`src/rtl/dpram_arb_pkg.sv`:
```
// dpram_arb_pkg: shared widths and port-select encoding for the dual-port RAM arbiter.
package dpram_arb_pkg;
  localparam logic PORT_A = 1'b0;
  localparam logic PORT_B = 1'b1;
  function automatic int addr_width(input int depth);
    return depth > 1 ? $clog2(depth) : 1;
  endfunction
  function automatic int idx_width(input int n);
    return n > 1 ? $clog2(n) : 1;
  endfunction
endpackage

```
`src/rtl/rr_pick2.sv`:
```
// rr_pick2: picks the first two set request bits in round-robin order starting at ptr.
module rr_pick2 #(
  parameter int NREQ = 4,
  parameter int IW = 2
) (
  input  logic [NREQ-1:0] req,
  input  logic [IW-1:0]   ptr,
  output logic [IW-1:0]   ga_idx,
  output logic [IW-1:0]   gb_idx,
  output logic [NREQ-1:0] ga_oh,
  output logic [NREQ-1:0] gb_oh,
  output logic            ga_vld,
  output logic            gb_vld
);
  logic [IW-1:0] j;
  always_comb begin
    ga_vld = 1'b0;
    gb_vld = 1'b0;
    ga_idx = '0;
    gb_idx = '0;
    j = '0;
    for (int k = 0; k < NREQ; k++) begin
      j = IW'((int'(ptr) + k) % NREQ);
      if (req[j] && !ga_vld) begin
        ga_vld = 1'b1;
        ga_idx = j;
      end else if (req[j] && !gb_vld) begin
        gb_vld = 1'b1;
        gb_idx = j;
      end
    end
    ga_oh = ga_vld ? NREQ'(1) << ga_idx : '0;
    gb_oh = gb_vld ? NREQ'(1) << gb_idx : '0;
  end
endmodule

```
`src/rtl/dpram_port_arbiter.sv`:
```
// dpram_port_arbiter: grants up to two requesters per cycle onto RAM ports A/B and routes read data back.
module dpram_port_arbiter
  import dpram_arb_pkg::*;
#(
  parameter int NREQ = 4,
  parameter int WIDTH = 32,
  parameter int DEPTH = 256,
  localparam int AW = addr_width(DEPTH)
) (
  input  logic                  clk,
  input  logic                  rst,
  input  logic [NREQ-1:0]       req_valid,
  input  logic [NREQ-1:0]       req_we,
  input  logic [NREQ*AW-1:0]    req_addr,
  input  logic [NREQ*WIDTH-1:0] req_wdata,
  output logic [NREQ-1:0]       req_ready,
  output logic [NREQ-1:0]       rsp_valid,
  output logic [NREQ*WIDTH-1:0] rsp_rdata,
  output logic                  ram_we_a,
  output logic [AW-1:0]         ram_addr_a,
  output logic [WIDTH-1:0]      ram_din_a,
  input  logic [WIDTH-1:0]      ram_dout_a,
  output logic                  ram_we_b,
  output logic [AW-1:0]         ram_addr_b,
  output logic [WIDTH-1:0]      ram_din_b,
  input  logic [WIDTH-1:0]      ram_dout_b
);
  localparam int IW = idx_width(NREQ);
  logic [IW-1:0] rr_ptr, ga, gb, last;
  logic [NREQ-1:0] ga_oh, gb_oh, pend, pend_port;
  logic ga_raw, gb_raw, ga_g, gb_g, conflict;
  logic [AW-1:0] addr_ga, addr_gb;
  rr_pick2 #(.NREQ(NREQ), .IW(IW)) u_pick (
    .req(req_valid), .ptr(rr_ptr), .ga_idx(ga), .gb_idx(gb),
    .ga_oh(ga_oh), .gb_oh(gb_oh), .ga_vld(ga_raw), .gb_vld(gb_raw)
  );
  assign addr_ga = req_addr[int'(ga)*AW +: AW];
  assign addr_gb = req_addr[int'(gb)*AW +: AW];
  // a write on either side of a same-address pair pushes port B to a later cycle
  assign conflict = addr_ga == addr_gb && (req_we[ga] || req_we[gb]);
  assign ga_g = ga_raw && !rst;
  assign gb_g = gb_raw && !rst && !conflict;
  assign req_ready = (ga_g ? ga_oh : '0) | (gb_g ? gb_oh : '0);
  assign ram_we_a = ga_g && req_we[ga];
  assign ram_we_b = gb_g && req_we[gb];
  assign ram_addr_a = ga_g ? addr_ga : '0;
  assign ram_addr_b = gb_g ? addr_gb : '0;
  assign ram_din_a = ram_we_a ? req_wdata[int'(ga)*WIDTH +: WIDTH] : '0;
  assign ram_din_b = ram_we_b ? req_wdata[int'(gb)*WIDTH +: WIDTH] : '0;
  assign last = gb_g ? gb : ga;
  always_ff @(posedge clk or posedge rst) begin
    if (rst) begin
      rr_ptr <= '0;
      pend <= '0;
      pend_port <= '0;
    end else begin
      if (ga_g) rr_ptr <= (int'(last) == NREQ - 1) ? '0 : last + 1'b1;
      pend <= req_ready & ~req_we;
      pend_port <= gb_g ? gb_oh : '0;
    end
  end
  assign rsp_valid = pend;
  for (genvar i = 0; i < NREQ; i++) begin : g_rsp
    assign rsp_rdata[i*WIDTH +: WIDTH] = !pend[i] ? '0 :
                                         pend_port[i] == PORT_A ? ram_dout_a : ram_dout_b;
  end
endmodule

```
`config.mk`:
```
export PLATFORM = sky130hd
export DESIGN_NAME = dpram_port_arbiter
export DESIGN_NICKNAME = d
export VERILOG_FILES = /design/src/rtl/dpram_arb_pkg.sv /design/src/rtl/rr_pick2.sv /design/src/rtl/dpram_port_arbiter.sv
export SDC_FILE = /design/constraint.sdc
export NUM_CORES = 1
export LEC_CHECK = 0
export ABC_AREA = 0
export ABC_CLOCK_PERIOD_IN_PS = 5300
export CORE_AREA = 2 2 175 177
export DETAILED_ROUTE_END_ITERATION = 10
export DIE_AREA = 0 0 177 179
export SYNTH_ARGS = -nofsm -noshare
export SYNTH_HDL_FRONTEND = slang
export SYNTH_HIERARCHICAL = 1
export SYNTH_SLANG_ARGS = --single-unit
```
`constraint.sdc`:
```
create_clock -name clk -period 5.3 [get_ports clk]
set_input_delay 1.325 -clock clk [delete_from_list [all_inputs] [get_ports clk]]
set_output_delay 1.325 -clock clk [all_outputs]
set_load 0.05 [all_outputs]
```
# After elaboration in Yosys (flattened, before gate mapping)
# Cells that the tools add are included.
# op_classes
n_addsub	4
magnitude_cmp	6
n_eq_ne	2
n_shift	6
n_mux	52
bitwise_logic	3
n_reduce_logical	21
# ops
operator	n
32-bit 2-to-1 mux	10
128-bit by 8-bit variable part select with 32-bit output	2
32-bit by 6-bit variable part select with 8-bit output	2
2-bit 2-to-1 mux	13
2-bit by 3-bit < comparator with 1-bit output, second input constant	6
1-bit 2-to-1 mux	17
4-bit 2-to-1 mux	4
8-bit 2-to-1 mux	2
1-bit binary-select mux with 2-bit select	6
1-bit logical AND	12
8-bit equality test	1
1-bit zero test	8
1-bit by 2-bit left shift with 4-bit output, first input constant	2
2-bit by 1-bit adder with 2-bit output, second input constant	2
2-bit adder, second input constant	2
4-bit AND	1
4-bit NOT	1
4-bit bitwise OR	1
2-bit by 1-bit equality test with 1-bit output, second input constant	1
1-bit logical OR	1
# word_totals
ff_bits	10
in_bits	234
word_cells	97

# Logic depth before layout (Yosys ltp)
# logic_depth
ltp_word	25
mapped_depth	14
mapped_depth_nobuf	9

# Modules after synthesis
# The synthesis kept the hierarchy.
# by_module_without_submodules
mod	n_inst	cells_each	area_per_inst_um2	seq_area_each_um2
dpram_port_arbiter	1	551	5352.6	250.2
rr_pick2	1	92	545.5	0.0

# Worst setup path before layout
# Ideal clock, no wire load.
# synth_timing
path_kind	input to output
from	in req_valid[0]
to	out ram_din_b[0]
arrival_time_ns	4.996
path_slack_ns	-1.021
stages	12
path_buffers	4
path_cell_list	buf_6 > maj3_2 > a22o_1 > a2111oi_2 > clkbuf_1 > clkbuf_1 > mux4_2 > xnor2_1 > nand3_1 > o31ai_4 > buf_6 > nor3b_1
# synth_between
elab_chain_cells	24
# synth_rtl
element	line_no	text
start: declaration	dpram_port_arbiter.sv:12	input logic [NREQ-1:0] req_valid,
1-bit binary-select mux with 2-bit select	rr_pick2.sv:24, rr_pick2.sv:27	
1-bit 2-to-1 mux (implied by the code)	rr_pick2.sv:24, rr_pick2.sv:27	
1-bit 2-to-1 mux	rr_pick2.sv:24, rr_pick2.sv:27	
1-bit 2-to-1 mux	rr_pick2.sv:24	if (req[j] && !ga_vld) begin
1-bit zero test	rr_pick2.sv:27	end else if (req[j] && !gb_vld) begin
1-bit logical AND	rr_pick2.sv:27	
1-bit 2-to-1 mux	rr_pick2.sv:27	
1-bit 2-to-1 mux	rr_pick2.sv:24	
(+3 left out)	--	
1-bit 2-to-1 mux	rr_pick2.sv:24	
1-bit zero test	rr_pick2.sv:27	
1-bit logical AND	rr_pick2.sv:27	
2-bit 2-to-1 mux	rr_pick2.sv:27	
2-bit 2-to-1 mux *	rr_pick2.sv:24	
net gb[1]	dpram_port_arbiter.sv:29	logic [IW-1:0] rr_ptr, ga, gb, last;
parallel branches: the longest is 7 deep, another holds 32-bit by 6-bit variable part select with 8-bit output	--	
32-bit 2-to-1 mux *	dpram_port_arbiter.sv:49	assign ram_din_b = ram_we_b ? req_wdata[int'(gb)*WIDTH +: WIDTH] : '0;
end: declaration	dpram_port_arbiter.sv:25	output logic [WIDTH-1:0] ram_din_b,
# Mark *: on every way through the listed nets, which the timed path passes. The select of a mux whose other input is x is not followed.

# Final worst setup path
# layout_timing
from	in req_valid[0]
to	out ram_din_b[6]
# The elaborated chain is that of the path after synthesis.

==> results by group <==
Outcome
  – Outcome: finished with violations
  – Failing checks: negative setup slack

Timing
  – Fin crit share: 1.08
  – Slew headroom: 0.238
  – Finish-stage setup viols: 45
  – Fin Clk Skew: 0.00632 ns
  – Final Hold Vio Count: 0
  – Final slew viol count: 0
  – Hold slack: 0.545 ns
  – Worst Tran Pin Value: 1.14 ns
  – Final setup margin: -0.425 ns
  – RSZ-0062 raised after global routing: true
  – Max Clk Rate: 175 MHz
  – Min Tclk post-route: 5.72 ns

Worst setup path
  – Crit path launch type: input pin
  – Slowest CP cell: mux4_2
  – Most frequent CP cell: buf_12
  – Critical path required time: 3.97 ns
  – Arrival time worst endpoint: 4.40 ns
  – Setup CP Type: input pin to output port
  – Critical path capture point type: output port
  – Critical path fanouts, max: 11
  – Cell Chain, Critical Path: buf_2 -> buf_4 -> and2_1 -> a21oi_1 -> a32oi_2 -> o21ai_4 -> buf_12 -> mux4_2 -> xor2_1 -> a2111o_1 -> o31ai_4 -> buf_4 -> buf_12 -> buf_12 -> nor3b_4 -> buf_6
  – Max incr delay on CP: 0.52 ns

Synthesis
  – Post-Synthesis Cells: 643
  – Synthesized area per cell: 9.17 um^2
  – Synth Flop Type: dfrtp_1
  – Syn. warnings: 6
  – Mapped Area: 0.00590 mm^2
  – Syn Nets: 877
  – Synthesis-stage register bit count: 10
  – Asr flop ratio synth: 1.00
  – Post-synth EDFFs: 0
  – Unique masters post-synth: 48
  – Register area share after synthesis: 0.0424

Clocking
  – CTS tree: done
  – Total CTS buffers: 3
  – Clock Latency Late Sink: 0.24 ns
  – Clock root cell: clkbuf_16
  – CTS Sinks: 10
  – Worst-path clk slew: 0.04 ns
  – Max clock buf depth: 2
  – H-tree Lvls: 1

Die
  – Total I/O pin count: 452
  – Rows: 64
  – Core area: 0.0300 mm^2
  – Chip Width: 177 um
  – Die area: 0.0317 mm^2
  – Die height: 179 um
  – Starting Density: 0.196

Global route
  – Initial antenna violation count: 3
  – Number of global-route vias before repair: 7489
  – Grt ovf: 0
  – Global-route wire length before repair: 46.3 mm
  – Largest net degree at the start of global routing: 43
  – GRT Total Usage: 0.190

Cells and area
  – Final Cell Area: 0.0121 mm^2
  – Area Overhead vs Synth: 105%
  – Non-Filler Instances: 1516
  – Fill cells: 3022
  – Final Util: 0.403
  – Fin nets: 1352
  – Fraction of layout cells with a size suffix above 1: 0.302

Power
  – Power per cell area: 297 mW/mm^2
  – Leak Pwr: 4.47 nW
  – Worst VDD drop: 0.338 mV

Job
  – Max-cap violation count: 0

Min path
  – Tightest Hold Check Type: register to register

Place
  – Inst Count DP: 1487
  – Gpl congestion: 0.886
  – Pre-CTS setup slack: -0.991 ns
  – Detailed Place HPWL: 25.9 mm
  – Post-DP Area: 0.0115 mm^2
  – PortBufs: 451

Route
  – Initial DRC count: 189
  – Post-route ant nets: 0
  – DR WL/cell: 21.3 um
  – Via/cell ratio: 4.74
  – DR pass1 iterations: 4
  – Final WL: 32.3 mm
  – Drt drc: 0
  – Via count: 7181
[state kept, by name, summed over array words and instances (netlist names)]
signal / cells
pend_port: 4
rsp_valid: 4
rr_ptr: 2
[cells in the final DEF (no fill, tap or decap), types with 8 or more instances in the layout]
cell	netlist	routed
and2_4	0	8
buf_12	0	16
and3_1	32	32
a21oi_1	13	13
mux4_2	82	81
buf_6	6	45
inv_1	14	14
nand2_1	20	19
buf_4	1	113
and2_1	18	10
nor3b_4	0	32
clkdlybuf4s50_1	0	361
nor2b_1	132	131
mux2i_1	130	130
nor2_1	14	12
[Yosys cell counts, types with 2 or more instances]
cell	instances	area share
nand2_1	20	0.013
inv_1	14	0.0089
a31oi_1	2	0.0021
nor3b_1	33	0.042
xnor2_1	7	0.010
dfrtp_1	10	0.042
mux2i_1	130	0.22
a21oi_1	13	0.011
buf_2	11	0.0093
o21ai_0	9	0.0076
o21a_1	3	0.0038
mux4_2	82	0.31
nor2b_1	132	0.14
xor2_1	5	0.0074
buf_1	19	0.012
nor2_1	14	0.0089
o211a_1	2	0.0034
and3_1	32	0.034
and2_1	18	0.019
buf_6	6	0.011
clkbuf_1	37	0.024
nor3_1	4	0.0034
o21ai_1	4	0.0034
nand3_1	7	0.0059
o31ai_1	6	0.0076
[routing by layer]
metal	GRT usage	vias to the layer above	wire length (um)	share of wire
li1	-	3350	-	-
met1	0.224	3441	12500	0.39
met2	0.345	356	16500	0.51
met3	0.0437	34	2560	0.079
met4	0.0523	0	700	0.022
met5	0	-	0	0
[cell families after synthesis]
family	count (synthesis)	synth area share
AOI/OAI and AO/OA	54	0.0639
buffers and inverters	89	0.0672
and+or+nand+nor	264	0.271
xor gates and xnor gates	12	0.0178
DFF	10	0.0424
adders and majority gates	1	0.00191
muxes	213	0.536
[final timing paths]
path	from	slack [ns]	endpoint	cells past startpoint
worst max-delay path	req_valid[0]	-0.42	ram_din_b[6]	16
worst min-delay path	rr_ptr[1]$_DFFE_PP0P_	0.54	rr_ptr[1]$_DFFE_PP0P_	2
worst max register to register	rr_ptr[1]$_DFFE_PP0P_	1.47	rr_ptr[0]$_DFFE_PP0P_	14
worst min register to register	rr_ptr[1]$_DFFE_PP0P_	0.54	rr_ptr[1]$_DFFE_PP0P_	2
max in group asynchronous	rst	3.37	pend_port[3]$_DFF_PP0_	2
min in group asynchronous	rst	1.55	rr_ptr[0]$_DFFE_PP0P_	2
[worst max-delay path: cells and delay by family]
kind / cells / cell delay (ns)
xor gates and xnor gates: 1 / 0.16
AOI/OAI and AO/OA: 5 / 1.11
and+or+nand+nor: 2 / 0.21
muxes: 1 / 0.52
buffers and inverters: 7 / 1.05
[power breakdown]
part           total (mW)  leakage [nW]  switching (mW)  internal (mW)
sequential          0.164         0.128          0.0765         0.0880
clock               0.153        0.0442          0.0394          0.114
combinational        3.28          4.30            1.75           1.53
total                3.60          4.47            1.87           1.73
[final cells by class]
| cell class | instances | area, um^2 | area share |
|---|---|---|---|
| tap | 396 | 495 | 0.0409 |
| inverter | 15 | 56.3 | 0.00465 |
| timing repair buffer | 544 | 5420 | 0.447 |
| antenna | 3 | 7.51 | 0.000620 |
| multi-input combinational | 544 | 5790 | 0.478 |
| clock buffer | 4 | 88.8 | 0.00733 |
| sequential | 10 | 255 | 0.0211 |
[through the flow]
stage / setup TNS, ns / power, mW
finish: -17.25 / 3.60
global route: -22.49 / 3.79
CTS: -18.72 / 3.61
detailed placement: -54.02 / 3.29
global placement: -51.97 / 3.29
floorplan: -9.42 / 2.24
[timing repair]
item                       CTS  global route
setup endpoints to repair   73            48
resized for setup           87            10
hold buffers                 0             0
buffers inserted            20             2
gates cloned                 1             0
hold endpoints to repair     0             0
pin swaps                   30            13
Note: power is estimated with default switching activity, not from simulation.
